--- src/rtl/uart_pkg.sv ---
// uart_pkg: shared UART types, word-length codes and RBR bit positions
package uart_pkg;
  typedef enum logic [2:0] {IDLE, START, DATA, PARITY, STOP, WAIT_HIGH} rx_state_e;
  localparam logic [1:0] WLS_5 = 2'd0;
  localparam logic [1:0] WLS_6 = 2'd1;
  localparam logic [1:0] WLS_7 = 2'd2;
  localparam logic [1:0] WLS_8 = 2'd3;
  localparam int RBR_PE = 8;
  localparam int RBR_FE = 9;
  localparam int RBR_BI = 10;
  function automatic logic [3:0] wls_bits(input logic [1:0] wls);
    return 4'd5 + {2'b00, wls};
  endfunction
endpackage

--- src/rtl/uart_sync.sv ---
// uart_sync: multi-flop synchronizer for asynchronous inputs, resets to 1 (idle line level)
module uart_sync #(
  parameter int STAGES = 2
) (
  input  logic pclk,
  input  logic presetn,
  input  logic d_i,
  output logic q_o
);
  logic [STAGES-1:0] ff_q;
  always_ff @(posedge pclk)
    ff_q <= !presetn ? '1 : {ff_q[STAGES-2:0], d_i};
  assign q_o = ff_q[STAGES-1];
endmodule

--- src/rtl/uart_rx_deser.sv ---
// uart_rx_deser: 16x-oversampled UART receive framer delivering {bi, fe, pe, data} with a done strobe
module uart_rx_deser
  import uart_pkg::*;
#(
  parameter int OVERSAMPLE  = 16,
  parameter int SYNC_STAGES = 2
) (
  input  logic        pclk,
  input  logic        presetn,
  input  logic        urrst,
  input  logic        baud_tick,
  input  logic        rxd,
  input  logic        loop,
  input  logic        txd_loop,
  input  logic [1:0]  wls,
  input  logic        pen,
  input  logic        eps,
  input  logic        sp,
  output logic [10:0] rbr,
  output logic        receive_done,
  output logic        error_check,
  output logic        parity_error,
  output logic        frame_error,
  output logic        uart_break,
  output logic        rx_busy
);
  localparam logic [3:0] HALF = 4'(OVERSAMPLE / 2 - 1);
  localparam logic [3:0] FULL = 4'(OVERSAMPLE - 1);
  rx_state_e   st_q, st_d;
  logic [3:0]  cnt_q, cnt_d;
  logic [2:0]  idx_q, idx_d;
  logic [7:0]  sh_q, sh_d;
  logic        pe_q, pe_d, par_q, par_d;
  logic [1:0]  wls_q, wls_d;
  logic        pen_q, pen_d, eps_q, eps_d, sp_q, sp_d;
  logic [10:0] rbr_q, rbr_d;
  logic        done_q, done_d;
  logic        en_q, rst_n, rx_s, tick, mid, last_bit, exp_par;
  assign rst_n = presetn & urrst;
  uart_sync #(.STAGES(SYNC_STAGES)) u_sync (
    .pclk   (pclk),
    .presetn(rst_n),
    .d_i    (loop ? txd_loop : rxd),
    .q_o    (rx_s)
  );
  // en_q masks the tick that coincides with leaving reset
  assign tick     = baud_tick & en_q;
  assign mid      = tick && cnt_q == (st_q == START ? HALF : FULL);
  assign last_bit = idx_q == 3'(wls_bits(wls_q) - 4'd1);
  assign exp_par  = sp_q ? ~eps_q : ^sh_q ^ ~eps_q;
  always_comb begin
    st_d   = st_q;
    cnt_d  = cnt_q;
    idx_d  = idx_q;
    sh_d   = sh_q;
    pe_d   = pe_q;
    par_d  = par_q;
    wls_d  = wls_q;
    pen_d  = pen_q;
    eps_d  = eps_q;
    sp_d   = sp_q;
    rbr_d  = rbr_q;
    done_d = 1'b0;
    if (tick) begin
      cnt_d = (mid || st_q == IDLE || st_q == WAIT_HIGH) ? 4'd0 : cnt_q + 4'd1;
      case (st_q)
        IDLE: if (!rx_s) begin
          st_d  = START;
          sh_d  = '0;
          pe_d  = 1'b0;
          par_d = 1'b0;
          wls_d = wls;
          pen_d = pen;
          eps_d = eps;
          sp_d  = sp;
        end
        START: if (mid) begin
          st_d  = rx_s ? IDLE : DATA;
          idx_d = 3'd0;
        end
        DATA: if (mid) begin
          sh_d[idx_q] = rx_s;
          idx_d       = idx_q + 3'd1;
          if (last_bit) st_d = pen_q ? PARITY : STOP;
        end
        PARITY: if (mid) begin
          par_d = rx_s;
          pe_d  = rx_s != exp_par;
          st_d  = STOP;
        end
        // break needs every bit of the frame low, parity included when present
        STOP: if (mid) begin
          rbr_d  = {~rx_s && sh_q == 8'd0 && !par_q, ~rx_s, pe_q, sh_q};
          done_d = 1'b1;
          st_d   = rx_s ? IDLE : WAIT_HIGH;
        end
        WAIT_HIGH: if (rx_s) st_d = IDLE;
        default: st_d = IDLE;
      endcase
    end
  end
  always_ff @(posedge pclk) begin
    if (!rst_n) begin
      st_q   <= IDLE;
      cnt_q  <= '0;
      idx_q  <= '0;
      sh_q   <= '0;
      pe_q   <= 1'b0;
      par_q  <= 1'b0;
      wls_q  <= WLS_5;
      pen_q  <= 1'b0;
      eps_q  <= 1'b0;
      sp_q   <= 1'b0;
      rbr_q  <= '0;
      done_q <= 1'b0;
      en_q   <= 1'b0;
    end else begin
      st_q   <= st_d;
      cnt_q  <= cnt_d;
      idx_q  <= idx_d;
      sh_q   <= sh_d;
      pe_q   <= pe_d;
      par_q  <= par_d;
      wls_q  <= wls_d;
      pen_q  <= pen_d;
      eps_q  <= eps_d;
      sp_q   <= sp_d;
      rbr_q  <= rbr_d;
      done_q <= done_d;
      en_q   <= 1'b1;
    end
  end
  assign rbr          = rbr_q;
  assign receive_done = done_q;
  assign error_check  = done_q;
  assign parity_error = rbr_q[RBR_PE];
  assign frame_error  = rbr_q[RBR_FE];
  assign uart_break   = rbr_q[RBR_BI];
  assign rx_busy      = st_q != IDLE;
endmodule

--- config.mk ---
export PLATFORM = sky130hd
export DESIGN_NAME = uart_rx_deser
export DESIGN_NICKNAME = d
export VERILOG_FILES = /design/src/rtl/uart_pkg.sv /design/src/rtl/uart_sync.sv /design/src/rtl/uart_rx_deser.sv
export SDC_FILE = /design/constraint.sdc
export NUM_CORES = 1
export LEC_CHECK = 0
export CELL_PAD_IN_SITES_DETAIL_PLACEMENT = 0
export CELL_PAD_IN_SITES_GLOBAL_PLACEMENT = 2
export CORE_ASPECT_RATIO = 0.75
export CORE_UTILIZATION = 29
export DETAILED_ROUTE_END_ITERATION = 6
export GPL_TIMING_DRIVEN = 0
export PLACE_DENSITY_LB_ADDON = 0.1
export REMOVE_ABC_BUFFERS = 1
export SLEW_MARGIN = 20
export SYNTH_ARGS = -nofsm -noshare
export SYNTH_HDL_FRONTEND = slang
export SYNTH_SLANG_ARGS = --single-unit
--- constraint.sdc ---
create_clock -name pclk -period 1.5 [get_ports pclk]
set_input_delay 0.3 -clock pclk [delete_from_list [all_inputs] [get_ports pclk]]
set_output_delay 0.3 -clock pclk [all_outputs]
set_load 0.05 [all_outputs]
== Word level (Yosys, flattened, before mapping) ==
Cells that the tools add are included.

* Output and inout port bits: 17
* Register bits after elaboration: 40
* Logic and storage cells: 92
* Input bits: 12

* Eq/ne operators: 15
* Reduce and logical (&&, ||, !) cells: 21
* $add $sub $neg: 4
* Order comparisons: 2
* Muxes and demuxes: 31
* Bitwise operators: 5

{| class="wikitable"
|+ Operator list
! kind !! count
|-
| 2-to-1 mux 3 bit || 11
|-
| case mux 3 bit (6 select lines) || 1
|-
| 2-to-1 mux 8 bit || 2
|-
| case mux 8 bit (2 select lines) || 1
|-
| inequality test 2 bit, second input constant || 6
|-
| AND reduction 4 bit || 3
|-
| AND reduction 3 bit || 3
|-
| bitwise mux 8 bit || 1
|-
| zero test 8 bit || 1
|-
| 2-to-1 mux 1 bit || 8
|-
| 2-to-1 mux 4 bit || 2
|-
| AND reduction 8 bit || 1
|-
| parity 8 bit || 1
|-
| == test 3 x 2 -> 1 bit, second input constant || 2
|-
| == test 3 bit, second input constant || 2
|-
| case mux 3 bit (2 select lines) || 1
|-
| nonzero test 2 bit || 3
|-
| adder 4 x 1 -> 4 bit, second input constant || 1
|-
| == test 4 bit || 1
|-
| logical AND 1 bit || 4
|-
| < comparator 3 x 4 -> 1 bit, second input constant || 1
|-
| case mux 1 bit (2 select lines) || 2
|-
| adder 3 x 1 -> 3 bit, second input constant || 1
|-
| adder 3 x 2 -> 3 bit, first input constant || 1
|-
| 15 further kinds || 18
|}

== Depth between registers and ports, before layout ==
* Word-level depth: 7
* Mapped depth: 8

== By module ==
A second synthesis with hierarchy kept.

* Cells, all modules: 240
* Area total of the unflattened synthesis: 2026.9 µm²

{| class="wikitable"
|+ By module, submodules not included
! module !! cells each !! seq. area each (µm²) !! instances !! area an instance (µm²)
|-
| uart_rx_deser || 236 || 760.7 || 1 || 1974.4
|-
| uart_sync || 4 || 40.0 || 1 || 52.6
|}

== Worst setup path after synthesis ==
OpenSTA, ideal clock, no wires.

* Path kind: reg-to-reg
* Start point: reg st_q[1]
* End point: reg st_q[1]
* Slack: -0.286 ns
* Cell stages (with the launch flop): 7
* Required time: 1.384 ns
* Period minus slack after synthesis: 1.786 ns
* Data arrival time: 1.670 ns
* Library setup time: 0.116 ns
* Cells stage by stage: dfxtp_1 buf_2 or3_1 a21oi_1 a21o_1 a211oi_1 a41o_1

* Word-level cells in the longest chain between the ends: 6

{| class="wikitable"
|+ Ends and longest elaborated chain
! element !! line !! RTL
|-
| start: declaration || uart_rx_deser.sv:29 || <nowiki>rx_state_e st_q, st_d;</nowiki>
|-
| start signal: assignment || uart_rx_deser.sv:118 || <nowiki>st_q <= st_d;</nowiki>
|-
| == test 3 x 1 -> 1 bit || uart_rx_deser.sv:48, uart_rx_deser.sv:66 ||
|-
| 2-to-1 mux 4 bit || uart_rx_deser.sv:48 || <nowiki>assign mid = tick && cnt_q == (st_q == START ? HALF : FULL);</nowiki>
|-
| == test 4 bit || uart_rx_deser.sv:48 ||
|-
| logical AND 1 bit || uart_rx_deser.sv:48 ||
|-
| inequality test 2 bit (no source line) || -- ||
|-
| AND reduction 8 bit (no source line) || -- ||
|}

Parallel ways exist; a longest one is shown, timed or not.
A chain may end at the register's enable or synchronous reset.

== Final worst setup path ==
* Start point: reg u_sync.ff_q[1]
* End point: reg sh_q[5]

* Word-level cells in the longest chain between the ends: 3

{| class="wikitable"
|+ Ends and longest elaborated chain
! element !! line !! RTL
|-
| start: declaration || uart_sync.sv:10 || <nowiki>logic [STAGES-1:0] ff_q;</nowiki>
|-
| start signal: assignment || uart_sync.sv:12 || <nowiki>ff_q <= !presetn ? '1 : {ff_q[STAGES-2:0], d_i};</nowiki>
|-
| bitwise mux 8 bit || uart_rx_deser.sv:82 || <nowiki>sh_d[idx_q] = rx_s;</nowiki>
|-
| 2-to-1 mux 8 bit || uart_rx_deser.sv:81 || <nowiki>DATA: if (mid) begin</nowiki>
|-
| case mux 8 bit (2 select lines) || uart_rx_deser.sv:66 || <nowiki>case (st_q)</nowiki>
|-
| end signal: assignment || uart_rx_deser.sv:107 || <nowiki>sh_q <= '0;</nowiki>
|-
| end signal: assignment || uart_rx_deser.sv:121 || <nowiki>sh_q <= sh_d;</nowiki>
|-
| end: declaration || uart_rx_deser.sv:32 || <nowiki>logic [7:0] sh_q, sh_d;</nowiki>
|}

Parallel ways exist; a longest one is shown, timed or not. The select of a mux whose other input is x is not followed.

==> impl_metrics.json <==
{
  "vias": 1926,
  "final_layout_size_suffix_gt1_share_pct": 40.20,
  "endpoint_kind": "register",
  "failed_checks": "negative setup slack",
  "drv_cap": 0,
  "grt_pass1_vias": 1739,
  "timing.final.ws_setup_ps": -165.2,
  "cts_tree": "yes",
  "synth.avg_cell_area_um2": 8.321,
  "synth.distinct_cells": 39,
  "dpl_cell_area_um2": 2338,
  "drc": 0,
  "synthArstFlopShare_pct": 0,
  "n_antenna_cell": 0,
  "drt_iter0_markers": 71,
  "first_pass_iters": 5,
  "setup_tns_ps": -1778,
  "syn_area_um2": 2047,
  "tightest_slew_ps": 485.6,
  "nNetsFinal": 323,
  "cp_max_fo": 4,
  "post_drt_wl_per_cell_um": 14.78,
  "die_area_um2": 7402,
  "io_pins": 29,
  "gp_congestion": 0.7094,
  "h-tree-depth": 2,
  "critPathArrivalTime_ps": 1870,
  "power_mw": 2.051,
  "finalHoldViolCount": 0,
  "period_needed_ps": 1665,
  "setup.worst_path.start_class": "register",
  "worstSetupPathType": "reg -> reg",
  "area_growth_syn_to_layout_pct": 54.10,
  "routed_via_density": 4.938,
  "p_leak_nw": 1.204,
  "synth_top_cells_by_count": "nor2_1, dfxtp_1, a21oi_1, inv_1, mux2i_1",
  "core.rowCount": 26,
  "yosysTopAreaCell": "dfxtp_1",
  "reg2reg_slack_ps": -170,
  "irDropWorstVdd_mv": 0.2856,
  "synth_top_area_share_pct": 39.12,
  "relSlewSlack_pct": 67.75,
  "core_area_um2": 6832,
  "grt_use_total_pct": 16.45,
  "power_density_nw_per_um2": 650.4,
  "io_buffers": 28,
  "ant_nets": 0,
  "instances_no_fill": 390,
  "drt-total-wl_mm": 5.764,
  "fmax_ghz": 0.6005,
  "maxSlewViolCount": 0,
  "start_util_pct": 29.96,
  "cts_made_buffers": 5,
  "setup_viol": 19,
  "post-route-period-util_pct": 111.0,
  "cp.required_ps": 1700,
  "die_w_um": 99.01,
  "whs_ps": 421.0,
  "clk_pin_slew_ps": 90,
  "grt_max_degree": 28,
  "stdcell_area_um2": 3154,
  "finClkSkew_ps": 8.709,
  "yosys_most_used_dff": "dfxtp_1",
  "clk_latency_ps": 300,
  "synth_cells": 246,
  "status": "finished with violations",
  "die_y_um": 74.76,
  "yosysWarningCount": 0,
  "grt_pass1_wl_mm": 9.128,
  "hp-class": "reg -> reg",
  "yosysSeqAreaShare_pct": 39.12,
  "dp_cells": 339,
  "yosysMostFrequentCell": "nor2_1",
  "synth-seq-cells": 40,
  "hpwl_mm": 3.213,
  "clock_sinks": 40,
  "synth_edf_count": 0,
  "synth_area_leaders": "dfxtp_1, nor2_1, mux2i_1",
  "grt_antenna_before_repair": 0,
  "grt-ovfl-total": 0,
  "rsz0062_at_grt": "yes",
  "cts_buffer_depth": 2,
  "cts_root_buf": "clkbuf_8"
}
## flip-flops by register name, summed over array words and instances (netlist names)
| register | cells |
|---|---|
| rbr | 11 |
| sh_q | 8 |
| cnt_q | 4 |
| idx_q | 3 |
| st_q | 3 |
| u_sync.ff_q | 2 |
| wls_q | 2 |
| en_q | 1 |
| eps_q | 1 |
| error_check | 1 |
| par_q | 1 |
| pe_q | 1 |
| pen_q | 1 |
| sp_q | 1 |
## timing repair
item / 4_1_cts / 5_1_grt
buffers inserted: 34 / 7
gates resized for setup: 93 / 52
hold buffers: 0 / 0
cloned: 2 / 0
setup endpoints to repair: 57 / 48
pin swaps: 16 / 15
## layout make-up
type / count / area (um^2)
Fill cell: 707 / 3677
Tap cell: 84 / 105.1
Timing Repair Buffer: 70 / 619.3
Clock inverter: 2 / 35.03
Multi-Input combinational cell: 173 / 1429
Clock buffer: 6 / 72.57
Sequential cell: 40 / 833.3
Inverter: 15 / 60.06
## critical path: stages, from the launching register on
cell,delay (ps)
dfxtp_4,360
nor2b_4,140
or4_4,550
and4bb_1,300
mux2i_1,180
nor2_1,50
## power by group
group	switching, mW	internal (mW)	leakage, nW
sequential	0.00368	1.05	0.331
combinational	0.0512	0.0466	0.818
clock	0.401	0.495	0.0552
## layer usage
metal / vias to the layer above / share of wire, % / track usage (%)
met5: - / 0 / 0
met4: 0 / 0.97 / 4.975
met3: 4 / 3.0 / 3.250
met2: 29 / 42 / 24.86
met1: 932 / 54 / 23.73
li1: 961 / - / -
## logic make-up after synthesis
| kind of cell | after synthesis | share of synthesized area (%) |
|---|---|---|
| compound gates | 40 | 11.37 |
| xor+xnor | 12 | 5.135 |
| fa+ha+maj | 6 | 3.667 |
| buf+inv | 34 | 7.335 |
| flops | 40 | 39.12 |
| mux | 15 | 7.335 |
| simple gates | 99 | 26.04 |
## layout by cell type, fill, tap and decap left out, drive strengths merged, types with 3 or more instances in the layout
master / n
dlygate4sd2: 5
nor3b: 4
inv: 14
xnor2: 9
buf: 43
a22oi: 3
nor2b: 3
clkdlybuf4s15: 6
dfxtp: 40
a21oi: 22
clkbuf: 12
nand4: 6
mux2i: 15
ha: 6
nand3: 8
or4: 3
nor2: 46
o21ai: 8
xor2: 3
nor4b: 3
nor4: 4
nand2: 14
clkdlybuf4s50: 10
## through the flow
step / utilization [%] / worst slack (ps)
floorplan: - / -379.7
global placement: 34.23 / -1289
detailed placement: 34.23 / -1292
CTS: 43.52 / -179.3
global route: 46.17 / -212.7
finish: 46.17 / -165.2
## worst paths after layout
check                                       to            from  cells past startpoint
worst max-delay path                   sh_q[5]  u_sync.ff_q[1]                      5
worst min-delay path            u_sync.ff_q[1]  u_sync.ff_q[0]                      1
worst max register to register         sh_q[5]  u_sync.ff_q[1]                      5
worst min register to register  u_sync.ff_q[1]  u_sync.ff_q[0]                      1
(Power assumes the default switching activity.)
